## src/rtl/fifo_wr_arbiter_if.sv

```systemverilog
// rtl/fifo_wr_arbiter_if.sv - requester/FIFO write-port bundle for fifo_wr_arbiter
//
// Purpose: groups the request and FIFO write-port signals of the arbiter.
// Signals:
//   req      : per-requester write request
//   req_data : packed requester words, slice i = [i*DATA_WIDTH +: DATA_WIDTH]
//   full     : FIFO full flag (wclk domain)
//   gnt      : one-hot (or zero) grant
//   w_en     : FIFO write enable
//   data_in  : word presented to the FIFO write port
//   busy     : a requester currently owns a burst
// Modports: master = requesters/FIFO side, slave = arbiter.
interface fifo_wr_arbiter_if #(
  parameter int NUM_REQ    = 4,
  parameter int DATA_WIDTH = 8
);
  logic [NUM_REQ-1:0]            req;
  logic [NUM_REQ*DATA_WIDTH-1:0] req_data;
  logic                          full;
  logic [NUM_REQ-1:0]            gnt;
  logic                          w_en;
  logic [DATA_WIDTH-1:0]         data_in;
  logic                          busy;

  modport master (
    output req, req_data, full,
    input  gnt, w_en, data_in, busy
  );

  modport slave (
    input  req, req_data, full,
    output gnt, w_en, data_in, busy
  );
endinterface

```

## src/rtl/fifo_wr_arbiter.sv

```systemverilog
// rtl/fifo_wr_arbiter.sv - round-robin write arbiter in front of a FIFO write port
//
// Purpose: picks one of NUM_REQ requesters per cycle and steers its word to
// the FIFO with zero-cycle latency. Round-robin from the last granted index.
// Optional bursting (macro FIFO_WR_ARB_BURST_EN): the winner keeps the grant
// for up to BURST_LEN consecutive words while it keeps requesting.
// Ports:
//   wclk   : write-domain clock
//   wrst_n : asynchronous active-low reset
//   bus    : fifo_wr_arbiter_if.slave (req, req_data, full -> gnt, w_en, data_in, busy)
module fifo_wr_arbiter #(
  parameter int NUM_REQ    = 4,
  parameter int DATA_WIDTH = 8,
  parameter int BURST_LEN  = 4
) (
  input  logic                  wclk,
  input  logic                  wrst_n,
  fifo_wr_arbiter_if.slave      bus
);

  localparam int IDX_W = $clog2(NUM_REQ);

  typedef enum logic [0:0] {IDLE, OWN} state_t;

  state_t             r_state;
  logic [IDX_W-1:0]   r_last;   // last granted index; doubles as the burst owner
  logic               r_busy;

  logic               w_found;
  logic [IDX_W-1:0]   w_pick;
  logic [NUM_REQ-1:0] w_gnt;
  logic [DATA_WIDTH-1:0] w_data;

`ifdef FIFO_WR_ARB_BURST_EN
  localparam int CNT_W = $clog2(BURST_LEN + 1);
  localparam logic [CNT_W-1:0] BURST_MAX = CNT_W'(BURST_LEN);

  logic [CNT_W-1:0]   r_cnt;
  logic [CNT_W-1:0]   w_cnt_inc;

  assign w_cnt_inc = r_cnt + 1'b1;
`endif

  // Round-robin search starting just above the last granted index.
  always_comb begin
    w_found = 1'b0;
    w_pick  = '0;
    for (int k = 1; k <= NUM_REQ; k++) begin
      if (!w_found && bus.req[IDX_W'((int'(r_last) + k) % NUM_REQ)]) begin
        w_found = 1'b1;
        w_pick  = IDX_W'((int'(r_last) + k) % NUM_REQ);
      end
    end
  end

  // Grant is gated by reset so nothing is written while wrst_n is low.
  always_comb begin
    w_gnt = '0;
    if (wrst_n && !bus.full) begin
      if (r_state == OWN) begin
        if (bus.req[r_last]) w_gnt[r_last] = 1'b1;
      end else if (w_found) begin
        w_gnt[w_pick] = 1'b1;
      end
    end
  end

  always_comb begin
    w_data = '0;
    for (int i = 0; i < NUM_REQ; i++) begin
      if (w_gnt[i]) w_data = bus.req_data[i*DATA_WIDTH +: DATA_WIDTH];
    end
  end

  assign bus.gnt     = w_gnt;
  assign bus.w_en    = |w_gnt;
  assign bus.data_in = w_data;
  assign bus.busy    = r_busy;

  // A full cycle freezes everything: state, owner, count and pointer.
  always_ff @(posedge wclk or negedge wrst_n) begin
    if (!wrst_n) begin
      r_state <= IDLE;
      r_last  <= IDX_W'(NUM_REQ - 1);
      r_busy  <= 1'b0;
`ifdef FIFO_WR_ARB_BURST_EN
      r_cnt   <= '0;
`endif
    end else if (!bus.full) begin
      case (r_state)
        IDLE: begin
          if (w_found) begin
            r_last <= w_pick;
`ifdef FIFO_WR_ARB_BURST_EN
            if (BURST_LEN > 1) begin
              r_state <= OWN;
              r_cnt   <= CNT_W'(1);
              r_busy  <= 1'b1;
            end
`endif
          end
        end
        OWN: begin
`ifdef FIFO_WR_ARB_BURST_EN
          // Owner dropping its request costs one bubble cycle back in IDLE.
          if (bus.req[r_last] && (w_cnt_inc != BURST_MAX)) begin
            r_cnt <= w_cnt_inc;
          end else begin
            r_state <= IDLE;
            r_cnt   <= '0;
            r_busy  <= 1'b0;
          end
`else
          r_state <= IDLE;
          r_busy  <= 1'b0;
`endif
        end
        default: begin
          r_state <= IDLE;
          r_busy  <= 1'b0;
        end
      endcase
    end
  end

endmodule
```

## src/flat_wrapper.sv

```systemverilog
// flat-port wrapper written by rule: the top's interface ports become plain ports
module fifo_wr_arbiter_flat 
#(
  parameter int NUM_REQ    = 4,
  parameter int DATA_WIDTH = 8,
  parameter int BURST_LEN  = 4
)
  (wclk, wrst_n, bus_req, bus_req_data, bus_full, bus_gnt, bus_w_en, bus_data_in, bus_busy);
  fifo_wr_arbiter_if #(.NUM_REQ(NUM_REQ), .DATA_WIDTH(DATA_WIDTH)) bus_i ();
  input  logic wclk;
  input  logic wrst_n;
  input wire logic [$bits(bus_i.req)-1:0] bus_req;
  input wire logic [$bits(bus_i.req_data)-1:0] bus_req_data;
  input wire logic [$bits(bus_i.full)-1:0] bus_full;
  output wire logic [$bits(bus_i.gnt)-1:0] bus_gnt;
  output wire logic [$bits(bus_i.w_en)-1:0] bus_w_en;
  output wire logic [$bits(bus_i.data_in)-1:0] bus_data_in;
  output wire logic [$bits(bus_i.busy)-1:0] bus_busy;
  assign bus_i.req = bus_req;
  assign bus_i.req_data = bus_req_data;
  assign bus_i.full = bus_full;
  assign bus_gnt = bus_i.gnt;
  assign bus_w_en = bus_i.w_en;
  assign bus_data_in = bus_i.data_in;
  assign bus_busy = bus_i.busy;
  fifo_wr_arbiter #(.NUM_REQ(NUM_REQ), .DATA_WIDTH(DATA_WIDTH), .BURST_LEN(BURST_LEN)) u_core (.wclk(wclk), .wrst_n(wrst_n), .bus(bus_i));
endmodule
```

## config.mk

```make
export PLATFORM = sky130hd
export DESIGN_NAME = fifo_wr_arbiter_flat
export DESIGN_NICKNAME = d
export VERILOG_FILES = /design/src/rtl/fifo_wr_arbiter_if.sv /design/src/rtl/fifo_wr_arbiter.sv /design/src/flat_wrapper.sv
export SDC_FILE = /design/constraint.sdc
export NUM_CORES = 1
export LEC_CHECK = 0
export BUFFER_PORTS_ARGS = -buffer_cell sky130_fd_sc_hd__buf_4
export CAP_MARGIN = 25
export CORE_UTILIZATION = 35
export CTS_CLUSTER_SIZE = 16
export DETAILED_ROUTE_END_ITERATION = 10
export GPL_TIMING_DRIVEN = 0
export PLACE_DENSITY = 0.82
export SYNTH_ARGS = -nofsm -noshare
export SYNTH_HDL_FRONTEND = slang
export SYNTH_SLANG_ARGS = --single-unit
export TNS_END_PERCENT = 1
```

## constraint.sdc

```tcl
create_clock -name wclk -period 2.75 [get_ports wclk]
set_input_delay 0.1375 -clock wclk [delete_from_list [all_inputs] [get_ports wclk]]
set_output_delay 0.1375 -clock wclk [all_outputs]
set_load 0.02 [all_outputs]
```

==> impl_metrics.csv <==
group,metric,value,unit
outcome,outcome,"completed",
die,die_height,38.57,um
global_route,grt_pass1_wl,2566,um
global_route,grt_pass1_vias,570,
route,ant_nets,0,
clock_network,cts_tree,"yes",
setup_path,start_kind,"flip-flop",
finish,n_antenna_cell,0,
finish,nets,152,
sta,setup_viol,0,
clock_network,h-tree-depth,1,
global_route,antenna_found_initial,0,
finish,final_area,900.9,um^2
logic_synthesis,synthCells,56,
hold_path,hold_path.class,"in -> reg",
global_route,grt_max_degree,11,
sta,post-route-period-util,0.8775,
setup_path,r2r_cells,4,
finish,mostFrequentLayoutCell,"buf_4",
die,die_w,38.57,um
route,first_pass_iters,4,
die,start_util,0.3996,
power,p_leak,0.4755,nW
clock_network,ctsLongestPathBuffers,2,
sta,post-route-worst-setup-slack,337.0,ps
route,drt_iter0_drc,5,
finish,layout-drive-gt1-share,0.6036,
finish,final_util,0.7692,
sta,max_slew_margin,0.3258,
sta,setup_tns,0,ps
logic_synthesis,synth_nets,95,
sta,rsz0062_at_grt,"no",
setup_path,timing.rr.end,"u_core.r_last[0]$_DFFE_PN1P_",
hold_path,hold_depth,3,
logic_synthesis,synth_seq_cells,2,
setup_path,rrSetupSlack,1110,ps
finish,regMostFlops,"u_core.r_last",
logic_synthesis,syn_avg_cell_area,8.356,um^2
route,vias_per_cell,5.056,
logic_synthesis,async_flop_share,1.000,
power,netSwitchingFraction,0.4272,
setup_path,crit_arrival,2280,ps
sta,hold_slack,293.8,ps
global_route,grt_overflow,0,
placed_design,dpl_cell_area,868.3,um^2
sta,max_freq,414.4,MHz
route,drc_errors,0,
clock_network,path_clk_slew,30,ps
clock_network,cts_resized,0,
die,io_pins,53,
route,dr_total_vias,632,
sta,period_needed,2413,ps
setup_path,r2r_start,"u_core.r_last[0]$_DFFE_PN1P_",
finish,layout.cells.non_filler,125,
power,p_int,0.3079,mW
logic_synthesis,yosys-top-cells-area,"mux2i_1 (34%), dfstp_2 (11%), o22ai_1 (11%)",
clock_network,postCtsSetupBuffers,0,
setup_path,crit_type,"reg -> out",
logic_synthesis,ys_seq_area_frac,0.1123,
logic_synthesis,synth_cell_types,25,
finish,top_regs,"u_core.r_last x2",
placed_design,globalplace.congestion,0.7825,
placed_design,io_buffers,51,
setup_path,cp-end-kind,"output port",
sta,worst_slew_pin_slew,1003,ps
setup_path,required,2610,ps
power,power.share.combinational,0.739,
clock_network,root_buffer,"clkbuf_4",
hold_path,worstHoldStart,"bus_full",
sta,drv_slew,0,
placed_design,dp_hpwl,1384,um
die,die_area,0.001487,mm^2
die,core,0.001171,mm^2
hold_path,whs_endpoint,"u_core.r_last[0]$_DFFE_PN1P_",
logic_synthesis,yosys_warnings,0,
logic_synthesis,syn_area,467.9,um^2
power,power_frac_clock,0.117,
finish,largest_reg_flops,2,
clock_network,insertion_delay,220,ps
clock_network,numCtsBuffers,3,
power,p_seq_frac,0.143,
sta,finalHoldViolCount,0,
power,power.density,596.7,mW/mm^2
setup_path,worstPathMaxFanout,8,
logic_synthesis,synth_edf_count,0,
global_route,grt_use_total,0.2548,
power,p_switching,0.2296,mW
finish,layout_common_cells,"buf_4 (53), mux2i_1 (16), o22ai_1 (8)",
finish,area_growth_syn_to_layout,92.51,%
placed_design,dp.cells,121,
placed_design,post-place-ws,565.7,ps
power,total_power,0.5375,mW
route,wl,1727,um
sta,clock_skew,1.838,ps
clock_network,cts.sinks,2,
job,cap_violations,0,
logic_synthesis,synth_top_area_cell,"mux2i_1",
die,row_count,12,
route,avgRoutedWirePerCell,13.82,um
logic_synthesis,synthFlopType,"dfstp_2",
logic_synthesis,synth_top_area_frac,0.3422,
power,ir_worst_vdd,0.5142,mV
-- worst max path at each step --
stage | startpoint | endpoint | slack (ps)
2_1_floorplan | u_core.r_last[0]$_DFFE_PN1P_ | bus_data_in[1] | 800
3_3_place_gp | u_core.r_last[0]$_DFFE_PN1P_ | bus_data_in[0] | 590
3_5_place_dp | u_core.r_last[0]$_DFFE_PN1P_ | bus_data_in[1] | 570
4_1_cts | u_core.r_last[0]$_DFFE_PN1P_ | bus_data_in[4] | 330
5_1_grt | u_core.r_last[0]$_DFFE_PN1P_ | bus_data_in[4] | 80
6_report | u_core.r_last[0]$_DFFE_PN1P_ | bus_data_in[4] | 340
-- synth_stat cells, drive strengths merged, types with 2 or more instances --
master	n
or2b	3
nand2	2
nor3b	3
nor2	3
mux2i	16
dfstp	2
buf	4
o22ai	8
mux2	2
-- worst max-delay path, cell delays in order (launching register included) --
cell	delay, ps
dfstp_2	550
nand2b_1	140
a21boi_0	130
o31ai_1	870
o22ai_1	160
buf_4	210
-- timing repair --
item / in CTS / in global routing
endpoints found under the hold margin: 2 / 0
setup endpoints to repair: 0 / 0
hold buffers: 1 / 0
-- layer usage --
| metal | routed length, um | up-vias | global-route usage |
|---|---|---|---|
| li1 | - | 322 | - |
| met3 | 51 | 0 | 0.04070 |
| met5 | 0 | - | 0 |
| met1 | 574 | 293 | 0.2882 |
| met2 | 1101 | 17 | 0.4625 |
| met4 | 0 | 0 | 0.1034 |
-- kinds of logic (layout without fill, tap and decap cells) --
kind of cell	after synthesis	count (layout)	synth area share
AO/OA/AOI/OAI	12	12	0.1818
multiplexers	18	18	0.3904
flip-flops	2	2	0.1123
buffers and inverters	5	60	0.06148
other	1	1	0.008014
AND/OR/NAND/NOR	18	18	0.2460
-- power groups by stage --
stage | clock [mW] | sequential, mW | combinational, mW
6_report | 0.0630 | 0.0771 | 0.397
5_1_grt | 0.0698 | 0.0800 | 0.431
4_1_cts | 0.0666 | 0.0749 | 0.401
3_5_place_dp | 0 | 0.0755 | 0.397
3_3_place_gp | 0 | 0.0741 | 0.392
2_1_floorplan | 0 | 0.0685 | 0.270
-- layout make-up --
| class | instances | area [um^2] |
|---|---|---|
| Multi-Input combinational cell | 49 | 386.6 |
| Tap cell | 14 | 17.52 |
| Buffer | 4 | 25.02 |
| Sequential cell | 2 | 52.55 |
| Inverter | 1 | 3.754 |
| Timing Repair Buffer | 52 | 392.9 |
| Clock buffer | 3 | 22.52 |
| Fill cell | 95 | 270.3 |
No activity file was read; power rests on OpenSTA's default activity.
